==> src/rtl/fast_pkg.sv <==
// Shared field layout of the FAST patch word and the keypoint word.
package fast_pkg;

  localparam int PATCH_W    = 34;
  localparam int KP_W       = 33;
  localparam int COORD_W    = 10;
  localparam int SCORE_W    = 13;
  localparam int X_MSB      = 33;
  localparam int Y_MSB      = 23;
  localparam int CORNER_BIT = 13;

  typedef logic [KP_W-1:0] kp_t;

  // Unsigned corner score carried in the low bits of a patch word.
  function automatic logic [SCORE_W-1:0] score_of(input logic [PATCH_W-1:0] w);
    return w[SCORE_W-1:0];
  endfunction

  // Repack a patch word into {x, y, score}, dropping the corner flag.
  function automatic kp_t kp_of(input logic [PATCH_W-1:0] w);
    return {w[X_MSB -: COORD_W], w[Y_MSB -: COORD_W], w[SCORE_W-1:0]};
  endfunction

endpackage

==> src/rtl/nms_select_kp_fifo.sv <==
// Keypoint FIFO with registered head. Occupancy includes the output register,
// so DEPTH keypoints can be held in total. Storage has no reset.
module kp_fifo #(
  parameter int DEPTH = 16,
  parameter int WIDTH = 33
) (
  input  logic             clk,
  input  logic             rst_n,
  input  logic             push_i,
  input  logic [WIDTH-1:0] din_i,
  input  logic             pop_i,
  output logic [WIDTH-1:0] dout_o,
  output logic             valid_o,
  output logic             full_o,
  output logic             empty_o
);

  localparam int AW = $clog2(DEPTH);

  logic [WIDTH-1:0] mem_q [DEPTH];
  logic [AW:0]      wr_q, wr_d;
  logic [AW:0]      rd_q, rd_d;
  logic [WIDTH-1:0] dout_q, dout_d;
  logic             valid_q, valid_d;
  logic             do_push, do_pop;

  // Pointers carry one extra bit so full and empty are distinguishable.
  assign empty_o = (wr_q == rd_q);
  assign full_o  = (wr_q[AW] != rd_q[AW]) && (wr_q[AW-1:0] == rd_q[AW-1:0]);
  assign dout_o  = dout_q;
  assign valid_o = valid_q;

  // Next pointers and next head; a write landing on the new head bypasses memory.
  always_comb begin
    do_pop  = pop_i & ~empty_o;
    do_push = push_i & (~full_o | do_pop);
    wr_d    = wr_q + (AW+1)'(do_push);
    rd_d    = rd_q + (AW+1)'(do_pop);
    valid_d = (wr_d != rd_d);
    if (do_push && (wr_q[AW-1:0] == rd_d[AW-1:0])) begin
      dout_d = din_i;
    end else begin
      dout_d = mem_q[rd_d[AW-1:0]];
    end
  end

  // Storage write; contents are only ever read behind a valid pointer.
  always_ff @(posedge clk) begin
    if (do_push) begin
      mem_q[wr_q[AW-1:0]] <= din_i;
    end
  end

  // Pointer, head-valid and head-data registers.
  always_ff @(posedge clk or negedge rst_n) begin
    if (!rst_n) begin
      wr_q    <= '0;
      rd_q    <= '0;
      valid_q <= 1'b0;
      dout_q  <= '0;
    end else begin
      wr_q    <= wr_d;
      rd_q    <= rd_d;
      valid_q <= valid_d;
      if (valid_d) begin
        dout_q <= dout_d;
      end
    end
  end

endmodule

==> src/rtl/nms_select.sv <==
// 3x3 non-maximum suppression: the centre corner survives only if it beats its
// neighbours (strictly for the upper-left half, or-equal for the lower-right half),
// then flows through a two-stage ce-gated pipeline into a keypoint FIFO.
module nms_select
  import fast_pkg::*;
#(
  parameter int FIFO_DEPTH = 16,
  parameter int CNT_W      = 16
) (
  input  logic               clk,
  input  logic               rst_n,
  input  logic               ce,
  input  logic               nms_vld,
  input  logic [PATCH_W-1:0] o00,
  input  logic [PATCH_W-1:0] o01,
  input  logic [PATCH_W-1:0] o02,
  input  logic [PATCH_W-1:0] o10,
  input  logic [PATCH_W-1:0] o11,
  input  logic [PATCH_W-1:0] o12,
  input  logic [PATCH_W-1:0] o20,
  input  logic [PATCH_W-1:0] o21,
  input  logic [PATCH_W-1:0] o22,
  input  logic               frame_clr,
  output logic [KP_W-1:0]    kp_data,
  output logic               kp_valid,
  input  logic               kp_ready,
  output logic [CNT_W-1:0]   kp_cnt,
  output logic [CNT_W-1:0]   drop_cnt,
  output logic               overflow
);

  // Counter increment that sticks at all-ones instead of wrapping.
  function automatic logic [CNT_W-1:0] sat_inc(input logic [CNT_W-1:0] v, input logic en);
    if (en && (v != '1)) begin
      return v + CNT_W'(1);
    end
    return v;
  endfunction

  logic [SCORE_W-1:0] c_s;
  logic               surv;
  logic               vld_p1_q, vld_p2_q;
  kp_t                kp_p1_q, kp_p2_q;
  logic               push, pop, drop, accept;
  logic               fifo_full, fifo_empty;
  logic [CNT_W-1:0]   kp_cnt_q, kp_cnt_d;
  logic [CNT_W-1:0]   drop_cnt_q, drop_cnt_d;
  logic               ovf_q, ovf_d;
  logic               unused_bits;

  // Neighbour coordinates and corner flags take no part in the decision.
  assign unused_bits = ^{o00[PATCH_W-1:SCORE_W], o01[PATCH_W-1:SCORE_W],
                         o02[PATCH_W-1:SCORE_W], o10[PATCH_W-1:SCORE_W],
                         o12[PATCH_W-1:SCORE_W], o20[PATCH_W-1:SCORE_W],
                         o21[PATCH_W-1:SCORE_W], o22[PATCH_W-1:SCORE_W]};

  // Asymmetric tie-break: exactly one of a run of equal scores survives.
  assign c_s  = score_of(o11);
  assign surv = o11[CORNER_BIT]
              & (c_s >  score_of(o00)) & (c_s >  score_of(o01))
              & (c_s >  score_of(o02)) & (c_s >  score_of(o10))
              & (c_s >= score_of(o12)) & (c_s >= score_of(o20))
              & (c_s >= score_of(o21)) & (c_s >= score_of(o22));

  // Stage valids: p1 holds the survive decision, p2 requests the FIFO write.
  always_ff @(posedge clk or negedge rst_n) begin
    if (!rst_n) begin
      vld_p1_q <= 1'b0;
      vld_p2_q <= 1'b0;
    end else if (ce) begin
      vld_p1_q <= nms_vld & surv;
      vld_p2_q <= vld_p1_q;
    end
  end

  // Stage data follows the valids but carries no reset.
  always_ff @(posedge clk) begin
    if (ce) begin
      kp_p1_q <= kp_of(o11);
      kp_p2_q <= kp_p1_q;
    end
  end

  // ---- FIFO write boundary ----
  assign push   = ce & vld_p2_q;
  assign pop    = kp_ready & ~fifo_empty;
  assign drop   = push & fifo_full & ~pop;
  assign accept = push & ~drop;

  kp_fifo #(
    .DEPTH (FIFO_DEPTH),
    .WIDTH (KP_W)
  ) u_fifo (
    .clk     (clk),
    .rst_n   (rst_n),
    .push_i  (push),
    .din_i   (kp_p2_q),
    .pop_i   (pop),
    .dout_o  (kp_data),
    .valid_o (kp_valid),
    .full_o  (fifo_full),
    .empty_o (fifo_empty)
  );

  // Statistics: a clear applies first, then this cycle's event is counted.
  always_comb begin
    kp_cnt_d   = frame_clr ? '0 : kp_cnt_q;
    drop_cnt_d = frame_clr ? '0 : drop_cnt_q;
    ovf_d      = frame_clr ? 1'b0 : ovf_q;
    kp_cnt_d   = sat_inc(kp_cnt_d, accept);
    drop_cnt_d = sat_inc(drop_cnt_d, drop);
    ovf_d      = ovf_d | drop;
  end

  // Statistics registers.
  always_ff @(posedge clk or negedge rst_n) begin
    if (!rst_n) begin
      kp_cnt_q   <= '0;
      drop_cnt_q <= '0;
      ovf_q      <= 1'b0;
    end else begin
      kp_cnt_q   <= kp_cnt_d;
      drop_cnt_q <= drop_cnt_d;
      ovf_q      <= ovf_d;
    end
  end

  assign kp_cnt   = kp_cnt_q;
  assign drop_cnt = drop_cnt_q;
  assign overflow = ovf_q;

endmodule

==> config.mk <==
export PLATFORM = sky130hd
export DESIGN_NAME = nms_select
export DESIGN_NICKNAME = d
export VERILOG_FILES = /design/src/rtl/fast_pkg.sv /design/src/rtl/nms_select_kp_fifo.sv /design/src/rtl/nms_select.sv
export SDC_FILE = /design/constraint.sdc
export NUM_CORES = 1
export LEC_CHECK = 0
export CAP_MARGIN = 20
export CORE_ASPECT_RATIO = 1.4
export CORE_UTILIZATION = 40
export CTS_CLUSTER_DIAMETER = 50
export DETAILED_ROUTE_END_ITERATION = 16
export MAX_ROUTING_LAYER = met4
export PLACE_DENSITY = 0.61
export SYNTH_ARGS = -nofsm -noshare
export SYNTH_HDL_FRONTEND = slang
export SYNTH_SLANG_ARGS = --single-unit
==> constraint.sdc <==
create_clock -name clk -period 5.98 [get_ports clk]
set_input_delay 0.897 -clock clk [delete_from_list [all_inputs] [get_ports clk]]
set_output_delay 0.897 -clock clk [all_outputs]
set_load 0.1 [all_outputs]
==> impl_metrics.env, run 1 <==
export IMPL_synth_xor_area_share_pct=1.28
export IMPL_synth_fa_ha_area_share_pct=4.81
export IMPL_critPathArrivalTime_ps=4790
export IMPL_relSlewSlack_pct=27.6
export IMPL_r2r_end="u_fifo.dout_o[24]"
export IMPL_die_area_um2=72600
export IMPL_drt_pass1_iter_count=5
export IMPL_power_leakage_nw=12.1
export IMPL_layout_drive_gt1_share_pct=15.3
export IMPL_maxClockFrequency_mhz=232
export IMPL_hold_path_class="in2async"
export IMPL_port_buffers=210
export IMPL_fin_hold_ws_ps=245
export IMPL_pwr_share_comb_pct=35.2
export IMPL_final_common_cell="edfxtp_1"
export IMPL_synth_compound_area_share_pct=4.19
export IMPL_grt_pass1_vias=17055
export IMPL_synth_avg_cell_area_um2=16.4
export IMPL_synth_top_family_by_area="multiplexers"
export IMPL_seq_power_share_pct=36.2
export IMPL_power_mw=15.2
export IMPL_antenna_found_initial=1
export IMPL_use_met2_pct=34.8
export IMPL_tns_ps=0
export IMPL_synth_edff_count=594
export IMPL_skew_ps=15.9
export IMPL_clockPowerShare_pct=28.7
export IMPL_clk_latency_ps=620
export IMPL_crit_slowest_cell="or3_2"
export IMPL_post_cts_buffers=0
export IMPL_synth_area_um2=28600
export IMPL_netlist_instances=1744
export IMPL_path_cells="xor2_1, nor4_2, a21boi_0, ha_4, xnor2_1, nand3_1, or3_2, buf_4, nor2_1, a31oi_1"
export IMPL_nets=2408
export IMPL_grt_pass1_wl_um=104000
export IMPL_period_share_pct=72.0
export IMPL_final_cells=2975
export IMPL_finalHoldViolations=0
export IMPL_diodes=0
export IMPL_powerDensity_nw_per_um2=444
export IMPL_grt_busiest_layer="met2"
export IMPL_dp_hpwl_um=39900
export IMPL_power_internal_mw=10.1
export IMPL_muxShareOfSynthArea_pct=10.6
export IMPL_regArea_um2=19800
export IMPL_use_met1_pct=23.0
export IMPL_ant_nets=0
export IMPL_setup_slack_ps=1670
export IMPL_use_met3_pct=3.07
export IMPL_vias=16097
export IMPL_drv_cap=0
export IMPL_pre_cts_slack_ps=1520
export IMPL_rsz0062_at_grt="false"
export IMPL_slew_viol_final=0
export IMPL_drc_errors=0
export IMPL_critPathMaxFanout=41
export IMPL_grt_max_degree=134
export IMPL_worstPathRequired_ps=6460
export IMPL_ys_ff_latch=673
export IMPL_synth_nets=2166
export IMPL_cts_tree="yes"
export IMPL_grt_usage_pct=19.9
export IMPL_dp_cells=2852
export IMPL_pin_count=379
export IMPL_rr_startpoint="u_fifo.wr_q[1]"
export IMPL_synth_distinct_cells=63
export IMPL_ctsResizeCount=0
export IMPL_worst_setup_path_type="reg2reg"
export IMPL_r2r_cells=10
export IMPL_startpoint_type="register"
export IMPL_rows=115
export IMPL_r2r_slack_ps=1670
export IMPL_multiInputGateArea_um2=8130
export IMPL_numCtsBuffers=68
export IMPL_ys_flop_type="edfxtp_1"
export IMPL_placed_cell_area_um2=32000
export IMPL_core_area_um2=70500
export IMPL_ys_async_sr_fraction_pct=11.7
export IMPL_p_switching_mw=5.10
export IMPL_wl_um=69400
export IMPL_syn2layout_area_growth_pct=19.9
export IMPL_status="finished clean"
export IMPL_dieWidth_um=228
export IMPL_irDropWorstVdd_uv=441
export IMPL_overflow=0
export IMPL_crit_path_max_incr_delay_ps=910
export IMPL_final_core_util_pct=48.7
export IMPL_root_buffer="clkbuf_16"
export IMPL_wire_per_inst_um=23.3
export IMPL_cp_end_kind="register"
export IMPL_cts_sinks=673
export IMPL_finalCriticalPeriod_ps=4310
export IMPL_vias_per_cell=5.41
export IMPL_synthSimpleGateAreaFrac_pct=7.01
export IMPL_clkTransAtPathRegs_ps=60
export IMPL_swShare_pct=33.5
export IMPL_cts_max_level=3
export IMPL_die_h_um=318
export IMPL_crit_family="simple AND/OR/NAND/NOR gates"
export IMPL_critPathBufInv=1
export IMPL_initial_core_util_pct=40.6
export IMPL_seq_area_frac_synth_pct=69.3
export IMPL_yosys_warnings=0
export IMPL_layout_common_cells="594 x edfxtp_1, 208 x clkdlybuf4s50_1, 205 x nand2_1"
export IMPL_place_gp_congestion=0.873
export IMPL_setup_violations_final=0
export IMPL_fillers=5970
export IMPL_design_area_um2=34300
export IMPL_dr_first_iter_drc_count=1148
export IMPL_tightest_slew_ps=1080
export IMPL_clock_path_buffers=3
export IMPL_hold_buffers=0
[logic make-up after synthesis]
group	Yosys count
buffers and inverters	192
multiplexers	138
AO/OA/AOI/OAI	169
AND/OR/NAND/NOR	422
XOR/XNOR	40
flip-flops	673
adder cells (fa/ha/maj)	110
[layer usage]
metal	vias to the layer above	routed length, µm
li1	7232	-
met1	8198	27100
met2	545	36300
met3	122	3890
met4	0	2120
met5	-	0
[synthesized netlist by cell type, types with 8 or more instances]
cell type  count  share of area (%)
a21oi_1       35               0.61
or3_1          8               0.17
nor3_1         9               0.16
and3_1        38               0.83
dfrtp_1       79                6.9
nand3_1       19               0.33
nand4_1       19               0.42
clkbuf_1      35               0.46
edfxtp_1     594                 62
a311o_1       33                1.2
xor2_1        11               0.34
nor4_1        16               0.35
ha_1         110                4.8
inv_1        114                1.5
a211oi_1       9               0.24
nor2b_1       10               0.22
nand2_1      205                2.7
nor2_1        71               0.93
mux4_2       132                 10
xnor2_1       27               0.83
a31oi_1       33               0.72
o21ai_0       20               0.35
buf_2         27               0.47
[final cells by class]
| cell class | instances | area share (%) |
|---|---|---|
| inverter | 115 | 1.26 |
| clock inverter | 37 | 1.33 |
| timing repair buffer | 249 | 7.15 |
| clock buffer | 86 | 5.39 |
| tap | 936 | 3.41 |
| multi-input combinational | 879 | 23.7 |
| sequential | 673 | 57.8 |
[power by group through the flow]
stage	combinational, mW	clock (mW)	sequential (mW)
global placement	5.41	0	5.60
CTS	5.47	4.47	5.52
floorplan	3.20	0	6.40
detailed placement	5.44	0	5.62
finish	5.36	4.37	5.51
global route	5.77	4.64	5.54
[worst reg2reg max path, delay by kind of cell (launching register included)]
| family | cells | cell delay (ps) |
|---|---|---|
| simple gates | 4 | 1600 |
| flops | 1 | 790 |
| fa+ha+maj | 1 | 710 |
| buf+inv | 1 | 430 |
| xor+xnor | 2 | 370 |
| compound gates | 2 | 280 |
[sequential cells by signal (all words and copies together), names as in the netlist]
| signal | flops |
|---|---|
| u_fifo.mem_q | 528 |
| kp_p1_q | 33 |
| kp_p2_q | 33 |
| u_fifo.dout_o | 33 |
| drop_cnt | 16 |
| kp_cnt | 16 |
| u_fifo.rd_q | 5 |
| u_fifo.wr_q | 5 |
| overflow | 1 |
| u_fifo.valid_o | 1 |
| vld_p1_q | 1 |
| vld_p2_q | 1 |
[worst max-delay path by stage]
stage | from | to | slack (ps) | cells past startpoint
2_1_floorplan | ce | u_fifo.mem_q[11][0] | 470 | 6
3_3_place_gp | kp_ready | u_fifo.dout_o[22] | 1580 | 13
3_5_place_dp | kp_ready | u_fifo.dout_o[24] | 1520 | 13
4_1_cts | u_fifo.wr_q[1] | u_fifo.dout_o[3] | 1630 | 10
5_1_grt | u_fifo.wr_q[1] | u_fifo.dout_o[3] | 1350 | 10
6_report | u_fifo.wr_q[1] | u_fifo.dout_o[24] | 1670 | 10
Note: power is estimated with default switching activity, not from simulation.
==> run 2, diff against run 1 <==
- PLACE_DENSITY: 0.61 -> 0.63
- clock period: 5.98 -> 3.8 ns (I/O delays scaled with it)
==> run 2 against run 1 <==
Against the previous run: final cell count grew 1.1%; clock power increased by 46%; combinational power grew 62%; first-iteration DRC count down 6.5%; sequential cell count is the same; power rose by 56%; clock skew increased by 10 ps; count of clock-buffer cells in the layout is 6 higher; fmax up 25%; utilization rose by 0.29 points; largest cell class unchanged; wire length is 1.4% lower.
==> impl_metrics.env, run 2 (synthesis results as in run 1) <==
export IMPL_numCtsBuffers=66
export IMPL_worst_setup_path_type="reg2reg"
export IMPL_core_area_um2=70500
export IMPL_place_gp_congestion=0.841
export IMPL_largest_reg_flops=528
export IMPL_layout_drive_gt1_share_pct=16.1
export IMPL_final_cells=3007
export IMPL_hold_buffers=0
export IMPL_status="finished clean"
export IMPL_finalHoldViolations=0
export IMPL_cts_tree="yes"
export IMPL_drc_errors=0
export IMPL_die_h_um=318
export IMPL_die_area_um2=72600
export IMPL_worstPathRequired_ps=4280
export IMPL_antenna_found_initial=1
export IMPL_maxClockFrequency_mhz=290
export IMPL_r2r_cells=12
export IMPL_irDropWorstVdd_uv=605
export IMPL_cp_end_kind="register"
export IMPL_power_mw=23.7
export IMPL_rsz0062_at_grt="false"
export IMPL_root_buffer="clkbuf_16"
export IMPL_ctsResizeCount=0
export IMPL_vias=16314
export IMPL_wire_per_inst_um=22.7
export IMPL_pin_count=379
export IMPL_cts_sinks=673
export IMPL_critPathMaxFanout=56
export IMPL_dieWidth_um=228
export IMPL_power_leakage_nw=12.3
export IMPL_fillers=5886
export IMPL_drv_cap=0
export IMPL_clk_latency_ps=620
export IMPL_relSlewSlack_pct=24.5
export IMPL_wl_um=68400
export IMPL_dr_first_iter_drc_count=1073
export IMPL_final_common_cell="edfxtp_1"
export IMPL_grt_pass1_vias=17221
export IMPL_powerDensity_nw_per_um2=688
export IMPL_rows=115
export IMPL_startpoint_type="register"
export IMPL_nets=2440
export IMPL_dp_hpwl_um=40400
export IMPL_skew_ps=26.3
export IMPL_critPathArrivalTime_ps=3930
export IMPL_dp_cells=2886
export IMPL_grt_pass1_wl_um=104000
export IMPL_setup_violations_final=0
export IMPL_clock_path_buffers=3
export IMPL_syn2layout_area_growth_pct=20.6
export IMPL_hold_path_class="in2async"
export IMPL_cts_max_level=3
export IMPL_finalCriticalPeriod_ps=3450
export IMPL_grt_max_degree=68
export IMPL_tns_ps=0
export IMPL_ant_nets=0
export IMPL_slew_viol_final=0
export IMPL_grt_usage_pct=19.7
export IMPL_port_buffers=210
export IMPL_overflow=0
export IMPL_post_cts_buffers=0
export IMPL_tightest_slew_ps=1130
export IMPL_drt_pass1_iter_count=5
export IMPL_period_share_pct=90.8
export IMPL_vias_per_cell=5.43
export IMPL_clkTransAtPathRegs_ps=60
export IMPL_layout_common_cells="594 x edfxtp_1, 208 x clkdlybuf4s50_1, 205 x nand2_1"
export IMPL_initial_core_util_pct=40.6
==> run 2: cell count changes in the layout (fill, tap and decap cells not counted), sizes merged, moves of 2 or more <==
cell	previous run	this run
clkbuf	86	92
buf	41	75
clkinvlp	5	3
bufinv	8	4
inv	119	121
clkinv	20	15
==> run 2: routing by layer <==
layer  share of wire [%]  GRT usage (%)  routed length [µm]
met3                 5.5           2.70                3770
met4                 3.2           7.58                2190
met1                  39           23.1               26800
met5                   0              -                   0
met2                  52           34.2               35600
==> run 2: worst paths after layout <==
kind / startpoint / to / slack [ps]
max: u_fifo.rd_q[3] / u_fifo.dout_o[3] / 350
min: rst_n / u_fifo.dout_o[19] / 90
max reg2reg: u_fifo.rd_q[3] / u_fifo.dout_o[3] / 350
min reg2reg: kp_p1_q[28] / kp_p2_q[28] / 410
max in group asynchronous: rst_n / kp_cnt[14] / 2710
min in group clk: kp_p1_q[28] / kp_p2_q[28] / 410
==> run 2: area by class of cell <==
cell class | count | area, µm² | area share [%]
antenna | 1 | 2.50 | 0.00725
clock buffer | 92 | 1800 | 5.22
clock inverter | 28 | 297 | 0.859
inverter | 115 | 432 | 1.25
multi-input combinational | 879 | 8140 | 23.6
sequential | 673 | 19800 | 57.4
tap | 936 | 1170 | 3.39
timing repair buffer | 283 | 2860 | 8.28
==> run 2: stage by stage <==
step / cell area, µm² / setup slack, ps / util [%] / hold slack, ps
final: 34500 / 349 / 48.9 / 93.4
after global routing: 34500 / 150 / 48.9 / 138
after CTS: 34500 / 346 / 48.9 / 103
after detailed placement: 32400 / 205 / 46.0 / 405
after global placement: 32400 / 228 / 46.0 / 400
after floorplan: 28600 / -1500 / - / 274
==> run 2: power breakdown <==
group | switching [mW] | internal [mW] | leakage, nW
sequential | 0.280 | 8.39 | 6.40
combinational | 4.93 | 3.74 | 4.85
clock | 2.75 | 3.63 | 1.02
==> run 2: critical path, cell delays in order, from the launching register on <==
cell and delay, ps:
dfrtp_1 460, xor2_1 200, nor4_2 360, a21boi_0 230
ha_4 220, ha_4 170, xnor2_4 150, buf_4 250
xnor2_1 130, nor4_4 400, buf_12 380, a311o_1 250
a31oi_1 100
==> run 3, diff against run 2 <==
- SYNTH_HIERARCHICAL: not set -> 1
==> run 3 against run 2 <==
Against the previous run: register-to-register slack about the same; utilization up 0.12 points; highest routed layer unchanged; global-route usage is 0.070 points higher; die area shrank 0.27%; area after synthesis fell by 0.27%; clock power barely moved; synthesized cell count up 1.5%; via count decreased by 0.10%; critical path depth grew 4; count of clock-buffer cells in the layout rose by 1.
==> impl_metrics.env, run 3 <==
export IMPL_ant_nets=0
export IMPL_antenna_found_initial=0
export IMPL_period_share_pct=90.6
export IMPL_critPathMaxFanout=28
export IMPL_maxClockFrequency_mhz=291
export IMPL_netlist_instances=1771
export IMPL_core_area_um2=70400
export IMPL_yosys_warnings=6
export IMPL_layout_drive_gt1_share_pct=16.6
export IMPL_die_h_um=318
export IMPL_drv_cap=0
export IMPL_use_met2_pct=33.8
export IMPL_netlist_top_cells_area="edfxtp_1 63%, mux4_2 10%, dfrtp_1 6.9%"
export IMPL_numCtsBuffers=66
export IMPL_ys_flop_type="edfxtp_1"
export IMPL_setup_slack_ps=359
export IMPL_synth_top_cell_by_area="edfxtp_1"
export IMPL_root_buffer="clkbuf_16"
export IMPL_vias=16297
export IMPL_place_gp_congestion=0.899
export IMPL_clkTransAtPathRegs_ps=60
export IMPL_relSlewSlack_pct=22.4
export IMPL_cts_tree="yes"
export IMPL_cts_sinks=673
export IMPL_initial_core_util_pct=40.5
export IMPL_grt_pass1_vias=16972
export IMPL_hold_buffers=0
export IMPL_ys_ff_latch=673
export IMPL_dp_cells=2921
export IMPL_synth_nets=2193
export IMPL_use_met3_pct=3.08
export IMPL_port_buffers=210
export IMPL_clk_latency_ps=590
export IMPL_nets=2480
export IMPL_clock_path_buffers=3
export IMPL_skew_ps=15.1
export IMPL_synth_distinct_cells=62
export IMPL_dr_first_iter_drc_count=994
export IMPL_status="finished clean"
export IMPL_synth_common_cells="594 x edfxtp_1, 202 x nand2_1, 132 x mux4_2, 126 x nand3_1, 110 x ha_1"
export IMPL_pre_cts_slack_ps=-31.2
export IMPL_slew_viol_final=0
export IMPL_path_cells="xnor2_2, nand4_2, nor2_1, nand2b_1, inv_1, o31ai_2, inv_1, ha_1, ha_1, xor2_1, nor2_1, and4b_1, nand4bb_4, buf_12, nor2_1, a31oi_1"
export IMPL_irDropWorstVdd_uv=641
export IMPL_crit_slowest_cell="dfrtp_1"
export IMPL_syn2layout_area_growth_pct=21.0
export IMPL_dp_hpwl_um=41700
export IMPL_layout_common_cells="594 x edfxtp_1, 208 x clkdlybuf4s50_1, 202 x nand2_1"
export IMPL_power_leakage_nw=12.3
export IMPL_rows=115
export IMPL_drc_errors=0
export IMPL_power_internal_mw=16.1
export IMPL_overflow=0
export IMPL_cts_max_level=3
export IMPL_powerDensity_nw_per_um2=707
export IMPL_grt_busiest_layer="met2"
export IMPL_p_switching_mw=8.35
export IMPL_r2r_cells=16
export IMPL_yosysMostFrequentCell="edfxtp_1"
export IMPL_die_area_um2=72400
export IMPL_worst_setup_path_type="reg2reg"
export IMPL_finalHoldViolations=0
export IMPL_startpoint_type="register"
export IMPL_r2r_slack_ps=360
export IMPL_pin_count=379
export IMPL_worstPathRequired_ps=4260
export IMPL_final_core_util_pct=49.1
export IMPL_fin_hold_ws_ps=94.2
export IMPL_critPathArrivalTime_ps=3910
export IMPL_diodes=0
export IMPL_wl_um=67700
export IMPL_setup_violations_final=0
export IMPL_finalCriticalPeriod_ps=3440
export IMPL_rsz0062_at_grt="false"
export IMPL_synth_area_um2=28500
export IMPL_synth_edff_count=594
export IMPL_grt_pass1_wl_um=102000
export IMPL_tns_ps=0
export IMPL_cp_end_kind="register"
export IMPL_use_met1_pct=23.5
export IMPL_ys_async_sr_fraction_pct=11.7
export IMPL_final_common_cell="edfxtp_1"
export IMPL_swShare_pct=34.2
export IMPL_power_mw=24.4
export IMPL_tightest_slew_ps=1160
export IMPL_seq_area_frac_synth_pct=69.5
export IMPL_grt_max_degree=76
export IMPL_pwr_share_comb_pct=38.2
export IMPL_seq_power_share_pct=35.6
export IMPL_placed_cell_area_um2=32300
export IMPL_wire_per_inst_um=22.2
export IMPL_synth_avg_cell_area_um2=16.1
export IMPL_largest_reg_flops=528
export IMPL_crit_path_max_incr_delay_ps=410
export IMPL_path_common_cell="nor2_1"
export IMPL_vias_per_cell=5.35
export IMPL_grt_usage_pct=19.8
export IMPL_design_area_um2=34500
export IMPL_hold_path_class="in2async"
export IMPL_netlist_area_leader_share_pct=62.5
export IMPL_clockPowerShare_pct=26.2
export IMPL_dieWidth_um=228
export IMPL_drt_pass1_iter_count=5
export IMPL_final_cells=3046
==> run 3: cell types whose count changed after synthesis, sizes merged, moves of 5 or more <==
cell	before	now
a311o	33	0
o211ai	7	1
and3	38	2
nor4	19	10
nand3	19	127
nor2b	10	21
inv	115	109
nor2	71	76
==> run 3: layer usage <==
layer | share of wire (%) | vias up
met5 | 0 | -
met4 | 3.1 | 0
met3 | 6.2 | 108
met2 | 52 | 570
met1 | 39 | 8263
li1 | - | 7356
==> run 3: power groups by stage <==
stage                     clock network, mW  logic [mW]  registers [mW]
after floorplan                           0        5.52            10.1
after global placement                    0        9.34            8.83
after detailed placement                  0        9.40            8.85
after CTS                              6.56        9.41            8.70
after global routing                   6.84        9.99            8.73
final                                  6.40        9.31            8.69
==> run 3: worst paths after layout <==
kind,start,endpoint
min in group clk,kp_p1_q[30],kp_p2_q[30]
worst max register to register,u_fifo/rd_q[3],u_fifo/dout_o[19]
max in group asynchronous,rst_n,u_fifo/rd_q[0]
worst max-delay path,u_fifo/rd_q[3],u_fifo/dout_o[19]
worst min-delay path,rst_n,kp_cnt[7]
worst min register to register,kp_p1_q[30],kp_p2_q[30]
==> run 3: area by class of cell <==
| class | count | area [µm²] |
|---|---|---|
| fillers | 5858 | 35800 |
| flip-flops and latches | 673 | 19800 |
| multi-input cells | 913 | 8110 |
| repair buffers | 294 | 2890 |
| clock buffers | 93 | 1880 |
| well taps | 936 | 1170 |
| inverters | 110 | 414 |
| clock inverters | 27 | 243 |
==> run 3: cell families (layout without fill, tap and decap cells) <==
kind of cell               after synthesis  count (layout)  synth area share, %
xor gates and xnor gates                42              42                 1.36
buffers and inverters                  185             524                 2.79
DFF                                    673             673                 69.5
adders and majority gates              110             110                 4.82
AOI/OAI and AO/OA                      128             128                 2.82
muxes                                  135             135                 10.5
and+or+nand+nor                        498             498                 8.22
==> run 3: worst max-delay path: cells and delay by family, from the launching register on <==
| family | cells | cell delay (ps) |
|---|---|---|
| simple gates | 7 | 1190 |
| xor+xnor | 2 | 490 |
| fa+ha+maj | 2 | 420 |
| buf+inv | 3 | 420 |
| compound gates | 2 | 370 |
| flops | 1 | 410 |
==> run 3: timing repair <==
action                                  CTS  global route
pin swaps                                 0             2
endpoints found under the setup margin    7            33
gates cloned                              0             0
resized for setup                         1             2
setup buffers                             0             5
